[src/rtl/ram_port_arbiter.sv]
// ---------------------------------------------------------------------------
// ram_port_arbiter
//
// Shares one single-ported RAM between the instruction-fetch port (IF stage)
// and the load/store port (MEM stage) of the core. Only one access is in
// flight at a time, and data always wins over fetch. Each access ends with a
// one-cycle valid pulse back to its requester. Per-requester stall outputs go
// to the pause controller.
//
// Transaction timing (grant decided combinationally in cycle t, in IDLE):
//   t+1             ISSUE : ram_en_o high for exactly one cycle
//   t+2 .. t+1+LAT  WAIT  : read latency countdown (skipped for stores)
//   t+2+LAT / t+2         : requester valid pulse, FSM back in IDLE
//
// Ports
//   clk, rst                 clock, synchronous active-high reset
//   inst_req_i/addr_i        fetch request, held until inst_valid_o
//   inst_data_o/valid_o      fetched word and its completion pulse
//   inst_stall_o             inst_req_i & ~inst_valid_o
//   flush_i                  branch flush, drops the pending/outstanding fetch
//   data_req_i/we_i/addr_i/
//   wdata_i/sel_i            load/store request, held until data_valid_o
//   data_rdata_o/valid_o     load data and completion pulse
//   data_stall_o             data_req_i & ~data_valid_o
//   ram_en_o/we_o/addr_o/
//   wdata_o/sel_o            registered RAM command, zero outside ISSUE
//   ram_rdata_i              RAM read data, valid RAM_LAT cycles after ram_en_o
// ---------------------------------------------------------------------------
module ram_port_arbiter #(
  parameter int ADDR_W  = 32,
  parameter int DATA_W  = 32,
  parameter int RAM_LAT = 1
) (
  input  logic              clk,
  input  logic              rst,

  input  logic              inst_req_i,
  input  logic [ADDR_W-1:0] inst_addr_i,
  output logic [DATA_W-1:0] inst_data_o,
  output logic              inst_valid_o,
  output logic              inst_stall_o,
  input  logic              flush_i,

  input  logic              data_req_i,
  input  logic              data_we_i,
  input  logic [ADDR_W-1:0] data_addr_i,
  input  logic [DATA_W-1:0] data_wdata_i,
  input  logic [3:0]        data_sel_i,
  output logic [DATA_W-1:0] data_rdata_o,
  output logic              data_valid_o,
  output logic              data_stall_o,

  output logic              ram_en_o,
  output logic              ram_we_o,
  output logic [ADDR_W-1:0] ram_addr_o,
  output logic [DATA_W-1:0] ram_wdata_o,
  output logic [3:0]        ram_sel_o,
  input  logic [DATA_W-1:0] ram_rdata_i
);

  // Counter only has to hold RAM_LAT down to 1.
  localparam int CNT_W = (RAM_LAT < 2) ? 1 : $clog2(RAM_LAT + 1);

  typedef enum logic [1:0] {
    S_IDLE,
    S_ISSUE,
    S_WAIT
  } state_t;

  typedef enum logic {
    OWN_INST,
    OWN_DATA
  } owner_t;

  // -------------------------------------------------------------------------
  // State and registered outputs
  // -------------------------------------------------------------------------
  state_t            state_q,      state_d;
  owner_t            owner_q,      owner_d;
  logic [CNT_W-1:0]  cnt_q,        cnt_d;
  logic              dropped_q,    dropped_d;   // in-flight fetch was flushed
  logic              inst_valid_q, inst_valid_d;

  logic              ram_en_d;
  logic              ram_we_d;
  logic [ADDR_W-1:0] ram_addr_d;
  logic [DATA_W-1:0] ram_wdata_d;
  logic [3:0]        ram_sel_d;
  logic              data_valid_d;
  logic [DATA_W-1:0] inst_data_d;
  logic [DATA_W-1:0] data_rdata_d;

  logic              grant_data;
  logic              grant_inst;
  logic              last_wait;

  // A requester is never re-granted in the cycle its own valid pulses: it
  // is still holding req that cycle only because it has not seen valid yet.
  assign grant_data = data_req_i & ~data_valid_o;
  assign grant_inst = inst_req_i & ~inst_valid_q & ~flush_i;
  assign last_wait  = (cnt_q == CNT_W'(1));

  // -------------------------------------------------------------------------
  // Next-state and next-output logic
  // -------------------------------------------------------------------------
  always_comb begin
    // NOTE: every signal assigned here gets a default first so no path
    // leaves it unassigned; otherwise synthesis infers a latch.
    state_d      = state_q;
    owner_d      = owner_q;
    cnt_d        = cnt_q;
    dropped_d    = dropped_q;
    inst_valid_d = 1'b0;
    data_valid_d = 1'b0;
    inst_data_d  = inst_data_o;
    data_rdata_d = data_rdata_o;
    ram_en_d     = 1'b0;
    ram_we_d     = 1'b0;
    ram_addr_d   = '0;
    ram_wdata_d  = '0;
    ram_sel_d    = 4'b0000;

    // A flush while a fetch is on the RAM only marks it; the read still
    // runs to completion so the FSM timing never depends on flush_i.
    if (flush_i && owner_q == OWN_INST && state_q != S_IDLE) begin
      dropped_d = 1'b1;
    end

    unique case (state_q)
      S_IDLE: begin
        if (grant_data) begin
          owner_d     = OWN_DATA;
          state_d     = S_ISSUE;
          ram_en_d    = 1'b1;
          ram_we_d    = data_we_i;
          ram_addr_d  = data_addr_i;
          ram_wdata_d = data_wdata_i;
          ram_sel_d   = data_sel_i;
        end else if (grant_inst) begin
          owner_d     = OWN_INST;
          state_d     = S_ISSUE;
          dropped_d   = 1'b0;
          ram_en_d    = 1'b1;
          ram_addr_d  = inst_addr_i;
          ram_sel_d   = 4'b1111;
        end
      end

      S_ISSUE: begin
        // Only the data port can issue a store; it completes without a
        // read-latency wait.
        if (ram_we_o) begin
          state_d      = S_IDLE;
          data_valid_d = 1'b1;
        end else begin
          state_d = S_WAIT;
          cnt_d   = CNT_W'(RAM_LAT);
        end
      end

      S_WAIT: begin
        if (last_wait) begin
          state_d = S_IDLE;
          cnt_d   = '0;
          if (owner_q == OWN_DATA) begin
            data_valid_d = 1'b1;
            data_rdata_d = ram_rdata_i;
          end else if (!(dropped_q || flush_i)) begin
            inst_valid_d = 1'b1;
            inst_data_d  = ram_rdata_i;
          end
        end else begin
          cnt_d = cnt_q - CNT_W'(1);
        end
      end

      default: begin
        state_d = S_IDLE;
      end
    endcase
  end

  // -------------------------------------------------------------------------
  // Registers
  // -------------------------------------------------------------------------
  // NOTE: sequential state uses non-blocking assignments so every register
  // samples the pre-edge value of the others, independent of statement order.
  always_ff @(posedge clk) begin
    if (rst) begin
      state_q      <= S_IDLE;
      owner_q      <= OWN_INST;
      cnt_q        <= '0;
      dropped_q    <= 1'b0;
      inst_valid_q <= 1'b0;
      data_valid_o <= 1'b0;
      inst_data_o  <= '0;
      data_rdata_o <= '0;
      ram_en_o     <= 1'b0;
      ram_we_o     <= 1'b0;
      ram_addr_o   <= '0;
      ram_wdata_o  <= '0;
      ram_sel_o    <= 4'b0000;
    end else begin
      state_q      <= state_d;
      owner_q      <= owner_d;
      cnt_q        <= cnt_d;
      dropped_q    <= dropped_d;
      inst_valid_q <= inst_valid_d;
      data_valid_o <= data_valid_d;
      inst_data_o  <= inst_data_d;
      data_rdata_o <= data_rdata_d;
      ram_en_o     <= ram_en_d;
      ram_we_o     <= ram_we_d;
      ram_addr_o   <= ram_addr_d;
      ram_wdata_o  <= ram_wdata_d;
      ram_sel_o    <= ram_sel_d;
    end
  end

  // -------------------------------------------------------------------------
  // Combinational outputs
  // -------------------------------------------------------------------------
  // A flush arriving in the very cycle of the fetch pulse still kills it.
  assign inst_valid_o = inst_valid_q & ~flush_i;

  // Stalls are held low during reset so the pause controller sees a clean
  // all-zero interface.
  assign inst_stall_o = inst_req_i & ~inst_valid_o & ~rst;
  assign data_stall_o = data_req_i & ~data_valid_o & ~rst;

endmodule

[config.mk]
export PLATFORM = sky130hd
export DESIGN_NAME = ram_port_arbiter
export DESIGN_NICKNAME = d
export VERILOG_FILES = /design/src/rtl/ram_port_arbiter.sv
export SDC_FILE = /design/constraint.sdc
export NUM_CORES = 1
export LEC_CHECK = 0
export ABC_AREA = 1
export BUFFER_PORTS_ARGS = -buffer_cell sky130_fd_sc_hd__buf_2
export CORE_ASPECT_RATIO = 0.7
export CORE_MARGIN = 10
export CORE_UTILIZATION = 49
export CTS_BUF_LIST = sky130_fd_sc_hd__clkbuf_8
export CTS_CLUSTER_SIZE = 16
export DETAILED_ROUTE_END_ITERATION = 6
export GPL_ROUTABILITY_DRIVEN = 0
export PLACE_DENSITY = 0.95
export SLEW_MARGIN = 15
export SYNTH_ARGS = -nofsm -noshare
export SYNTH_HDL_FRONTEND = slang
export SYNTH_SLANG_ARGS = --single-unit
[constraint.sdc]
create_clock -name clk -period 3.73 [get_ports clk]
set_clock_uncertainty 0.2 [all_clocks]
set_input_delay 0.1865 -clock clk [delete_from_list [all_inputs] [get_ports clk]]
set_output_delay 0.1865 -clock clk [all_outputs]
set_load 0.01 [all_outputs]
==> flow_summary_export.csv, run 1 <==
group,metric,value,unit
layout,area_delta_synth_final,63.3,%
synthesis,async_reset_ff_frac,0,
pwr,leakage,4.00,nW
pwr,power.density,472,nW/um2
sta,setup_tns,0,ns
floorplan,die_area,14500,um2
detailed_routing,wl_per_cell,19.3,um
worst_setup_path,arrival,2.89,ns
grt,grtUsageMet2,0.520,
layout,fin_nets,1139,
clocking,numCtsBuffers,17,
worst_setup_path,crit_path_frequent_cell,"inv_1",
run,drv_cap,0,
placed_design,dp.cells,967,
synthesis,synth_area_leaders,"dfxtp_1 (58%), a21oi_1 (10%), nand2_1 (8.5%)",
worst_setup_path,slowest_delay,0.80,ns
grt,grt_busiest_layer,"met2",
detailed_routing,dr.pass1.iters,7,
detailed_routing,drt-initial-drc-count,546,
layout,fin_cells,1143,
synthesis,synthesis.nets,740,
synthesis,ys.flop_type,"dfxtp_1",
synthesis,synth_edf_count,0,
worst_setup_path,start_kind,"flop",
pwr,ir_worst_vdd,0.357,mV
clocking,htree_num_levels,4,
sta,setup_violations,0,
worst_setup_path,setup.worst_path.class,"flop to flop",
worst_setup_path,crit_path_end_kind,"flop",
worst_setup_path,cp_top_family,"buffers and inverters",
synthesis,synth.most_common_cell,"dfxtp_1",
clocking,post_cts_buffers,0,
outcome,status,"finished, final reports clean",
grt,grt_pass1_wl,33800,um
layout,nFillCells,561,
clocking,cts_resized,0,
placed_design,place_hpwl,12200,um
floorplan,pin_count,276,
worst_setup_path,critPathSlowestCell,"inv_1",
grt,gr-usage-met3,0.111,
synthesis,synth-seq-cells,141,
synthesis,seq_area_frac_synth,0.575,
layout,layout-drive-gt1-share,0.317,
sta,rsz0062_at_grt,"no",
floorplan,rows,30,
placed_design,io_buffers,275,
synthesis,synth_area,4910,um2
worst_hold_path,hold_class,"primary input to flop",
detailed_routing,drt-vias-per-instance,5.06,
floorplan,die_y,104,um
synthesis,syn_avg_cell_area,8.21,um2
sta,relSlewSlack,0.289,
synthesis,yosysWarnings,0,
detailed_routing,wl,22100,um
worst_setup_path,crit_buf_inv,4,
grt,track_usage,0.288,
sta,tightestPinTransition,1.06,ns
grt,grt_antenna_before_repair,5,
sta,min_period,2.79,ns
sta,fmax,358,MHz
synthesis,synth_top_family_by_area,"simple AND/OR/NAND/NOR gates",
clocking,cts_root_buf,"clkbuf_8",
clocking,worstSkewPairLatency,0.42,ns
clocking,cts_tree,"built",
worst_setup_path,crit_chain,"inv_1 -> ha_1 -> inv_1 -> nor2_1 -> inv_1 -> a21oi_1 -> dlygate4sd3_1",
floorplan,die_w,140,um
clocking,cts_buffer_depth,2,
synthesis,synth_top_cell_area_share,0.575,
detailed_routing,num_vias,5788,
synthesis,synthAdderAreaFrac,0.0102,
worst_setup_path,required,3.83,ns
sta,hold_viol,0,
sta,slew_viol_final,0,
grt,grt_max_degree,66,
synthesis,post_synth_mux_area_share,0,
sta,fin_crit_sh,0.748,
floorplan,core,9720,um2
detailed_routing,drc_errors,0,
synthesis,synthXorXnorAreaFrac,0,
clocking,clkTransAtPathRegs,0.08,ns
synthesis,synth_commonest_cells,"dfxtp_1 (141), nand2_1 (111), a21oi_1 (100)",
worst_setup_path,crit_path_max_fanout,32,
grt,use_met1,0.296,
detailed_routing,ant_nets,0,
grt,globalRoute.totalOverflow,0,
synthesis,yosys.area.top_type,"dfxtp_1",
grt,grt_pass1_vias,6059,
synthesis,synth-simple-area-share,0.171,
clocking,cts.sinks,141,
synthesis,synth-compound-area-share,0.137,
synthesis,yosys.cell_types.count,21,
floorplan,initial_core_util,0.505,
synthesis,synthCells,598,
## routing by layer
layer	share of wire	wire length (um)
met3	0.11	2360
met2	0.51	11200
met4	0.035	781
met1	0.35	7680
met5	0	0
## power breakdown
group	switching (mW)	internal, mW
registers	0.0684	1.66
clock network	0.597	0.544
logic	0.530	0.384
total	1.19	2.59
## state kept, by name, indices dropped and copies added (netlist names)
name / count
ram_en_o: 1
state_q: 2
inst_data_o: 32
ram_wdata_o: 32
data_valid_o: 1
inst_valid_q: 1
ram_addr_o: 32
ram_sel_o: 4
dropped_q: 1
cnt_q: 1
data_rdata_o: 32
ram_we_o: 1
owner_q: 1
## cell type report
class	instances	area (um2)	area share
diodes	6	15.0	0.00187
clock buffers	18	248	0.0309
clock inverters	13	119	0.0148
inverters	79	297	0.0370
multi-input cells	341	1560	0.195
flip-flops and latches	141	2820	0.352
well taps	128	160	0.0200
repair buffers	417	2790	0.348
## cells by family (layout without fill, tap and decap cells)
family,after synthesis,count (layout)
flops,141,141
simple gates,203,203
fa+ha+maj,4,4
compound gates,134,134
other cells,0,6
buf+inv,116,527
## repair_timing
item	in CTS	in global routing
hold buffers	139	0
endpoints found under the setup margin	0	0
hold endpoints to repair	134	0
## cell usage in the layout (no fill, tap or decap), types with 2 or more instances in the layout
cell and instances:
dfxtp_1 141, buf_4 3, o21ai_1 20, diode_2 6
buf_2 275, clkinvlp_4 4, inv_1 74, nand2_1 110
clkinv_2 3, nand3_1 36, clkbuf_8 18, inv_6 2
a21oi_1 100, clkinv_4 3, nor2_1 49, inv_2 5
nand3_2 2, o21ai_0 13, nor3_1 2, dlygate4sd3_1 139
ha_1 4
## tightest hold or removal path, stage by stage
cell	delay, ns
buf_2	0.10
nand2_4	0.09
nand2_1	0.09
nand2_1	0.05
nand3_1	0.06
nand2_1	0.04
## stage by stage
stage	total power, mW	worst slack (ns)	cell area [um2]	util	hold WS (ns)
after CTS	3.73	1.05	8000	0.823	0.0257
final	3.78	0.939	8020	0.824	0.0583
after detailed placement	2.46	1.46	6240	0.642	0.205
after global routing	3.95	0.772	8020	0.824	0.0845
after global placement	2.43	1.55	6240	0.642	0.198
after floorplan	2.17	2.21	4910	-	0.0987
## path summary, 6_finish.rpt
kind	startpoint	to	slack, ns	cells past startpoint
setup reg to reg	state_q[0]	ram_addr_o[17]	0.94	7
hold reg to reg	inst_data_o[29]	inst_data_o[29]	0.25	2
hold / removal	data_req_i	owner_q	0.06	6
setup / recovery	state_q[0]	ram_addr_o[17]	0.94	7
(Power assumes the default switching activity.)
==> inputs of run 2 (changes only) <==
Settings changed: ABC_AREA 1 to 0, CORE_UTILIZATION 49 to 41, PLACE_DENSITY 0.95 to 0.88.
Clock period 3.73 ns to 2.4 ns, I/O delays scaled along.
==> run 2 against run 1 <==
Against the previous run: worst setup slack lost 0.59 ns; synthesized cell count shrank 19%; register-to-register slack lost 0.59 ns; utilization shrank 10 points; routed wire length shrank 7.3%; first-iteration DRC count shrank 29%; critical path depth shrank 1; combinational power grew 21%; non-clock buffer count is the same; sequential cell count is the same; die area grew 14%; cell area grew 1.2%; critical path type unchanged; critical endpoint is now ram_addr_o[14]; largest cell class unchanged; highest routed layer is now met5.
==> flow_summary_export.csv, run 2 <==
group,metric,value,unit
synthesis,yosysWarnings,0,
placed_design,post-place-ws,0.0222,ns
sta,rsz0062_at_grt,"no",
clocking,post_cts_buffers,0,
synthesis,synth.most_common_cell,"dfxtp_1",
worst_setup_path,rr_worst_depth,6,
worst_setup_path,crit_path_end_kind,"flop",
synthesis,post_synth_mux_area_share,0.00417,
layout,area_delta_synth_final,68.8,%
clocking,cts-hold-fix-buffers,134,
layout,layout-drive-gt1-share,0.353,
worst_hold_path,hold_class,"primary input to flop",
synthesis,ys.flop_type,"dfxtp_1",
worst_setup_path,setup.worst_path.class,"flop to flop",
synthesis,synth-seq-cells,141,
detailed_routing,drt-initial-drc-count,387,
floorplan,rows,32,
synthesis,synthAdderAreaFrac,0.0104,
synthesis,yosys.area.top_type,"dfxtp_1",
synthesis,synth_top_cell_area_share,0.588,
pwr,ir_worst_vdd,0.508,mV
clocking,cts_buffer_depth,2,
floorplan,pin_count,276,
sta,fin_crit_sh,0.856,
grt,globalRoute.totalOverflow,0,
floorplan,core,11300,um2
synthesis,yosys.cell_types.count,32,
synthesis,synth_area,4800,um2
layout,fin_nets,1023,
layout,fin_util,0.721,
worst_hold_path,min_from,"data_req_i",
synthesis,synthXorXnorAreaFrac,0,
detailed_routing,num_vias,5232,
worst_setup_path,timing.rr.end,"ram_addr_o[14]",
worst_setup_path,worst-r2r-setup-slack,0.35,ns
synthesis,synth_commonest_cells,"dfxtp_1 (141), a21oi_1 (67), nand2_1 (65)",
detailed_routing,drt-vias-per-instance,4.97,
worst_setup_path,r2r-start,"state_q[0]",
sta,hold_viol,0,
detailed_routing,wl,20400,um
floorplan,die_w,149,um
grt,track_usage,0.235,
placed_design,io_buffers,275,
clocking,cts_root_buf,"clkbuf_8",
grt,grt_antenna_before_repair,8,
clocking,worstSkewPairLatency,0.42,ns
floorplan,die_y,111,um
worst_hold_path,whs_path_depth,4,
worst_setup_path,crit_path_max_fanout,23,
sta,tightestPinTransition,0.792,ns
synthesis,synthCells,485,
synthesis,synth_edf_count,0,
pwr,power.density,747,nW/um2
floorplan,initial_core_util,0.427,
synthesis,synthesis.nets,627,
detailed_routing,dr.pass1.iters,5,
clocking,htree_num_levels,4,
sta,setup_tns,0,ns
sta,fin_hold_ws,0.0520,ns
sta,min_period,2.05,ns
clocking,cts.sinks,141,
sta,slew_viol_final,0,
sta,setup_ws,0.346,ns
worst_hold_path,min_to,"dropped_q",
synthesis,synth-compound-area-share,0.177,
detailed_routing,ant_nets,0,
placed_design,place_hpwl,12100,um
detailed_routing,drc_errors,0,
clocking,numCtsBuffers,17,
sta,relSlewSlack,0.472,
detailed_routing,wl_per_cell,19.4,um
layout,mostFrequentLayoutCells,"buf_2 (275), dfxtp_1 (141), dlygate4sd3_1 (134)",
placed_design,dp.cells,880,
synthesis,async_reset_ff_frac,0,
clocking,clkTransAtPathRegs,0.07,ns
layout,fin_cells,1052,
run,drv_cap,0,
clocking,cts_tree,"built",
placed_design,dpl_cell_area,6250,um2
floorplan,die_area,16500,um2
clocking,cts_resized,0,
synthesis,syn_avg_cell_area,9.91,um2
outcome,status,"finished, final reports clean",
synthesis,seq_area_frac_synth,0.587,
layout,final_area,8110,um2
pwr,finalPower,6.05,mW
worst_setup_path,required,2.56,ns
pwr,leakage,3.78,nW
layout,final_common_cell,"buf_2",
sta,setup_violations,0,
synthesis,synth-simple-area-share,0.178,
worst_setup_path,arrival,2.21,ns
grt,grt_max_degree,76,
sta,fmax,487,MHz
grt,grt_pass1_wl,30900,um
grt,grt_pass1_vias,5387,
synthesis,synth_area_leaders,"dfxtp_1 (59%), a21oi_1 (7.0%), a22o_1 (5.8%)",
synthesis,synth_top_family_by_area,"simple AND/OR/NAND/NOR gates",
worst_setup_path,start_kind,"flop",
run 2: cell families after synthesis:
group	Yosys count
fa+ha+maj	4
flops	141
buf+inv	44
compound gates	141
simple gates	153
mux	2
run 2: report_power, final:
group          switching (mW)  internal, mW  total, mW
sequential             0.0919          2.54       2.63
combinational           0.559         0.550       1.11
clock                   0.882          1.43       2.31
total                    1.53          4.52       6.05
run 2: routing by layer:
layer  share of wire  GRT usage  wire length, um
met1            0.37      0.248             7470
met2            0.51      0.411            10500
met3           0.096     0.0863             1970
met4           0.023     0.0973              480
met5         0.00059          0               12
run 2: final cells by class:
class / instances / area [um2]
inverter: 4 / 15.0
multi-input combinational: 300 / 1780
clock inverter: 13 / 249
clock buffer: 17 / 234
timing repair buffer: 417 / 2800
antenna: 7 / 17.5
fill: 841 / 3140
tap: 153 / 191
sequential: 141 / 2820
run 2: how the worst max path moves through the flow:
| stage | from | end | slack, ns | depth (start not counted) |
|---|---|---|---|---|
| after floorplan | state_q[0] | ram_addr_o[0] | 0.75 | 7 |
| after global placement | state_q[0] | ram_addr_o[22] | 0.12 | 5 |
| after detailed placement | state_q[0] | ram_addr_o[0] | 0.02 | 5 |
| after CTS | state_q[0] | ram_addr_o[4] | 0.01 | 5 |
| after global routing | state_q[0] | ram_addr_o[15] | 0.21 | 6 |
| final | state_q[0] | ram_addr_o[14] | 0.35 | 6 |
run 2: worst max-delay path, cell delays in order (launching register included):
cell	delay [ns]
dfxtp_1	0.33
inv_1	0.11
ha_1	0.23
nand2b_1	0.20
nor3_4	0.48
buf_8	0.26
a22o_1	0.18
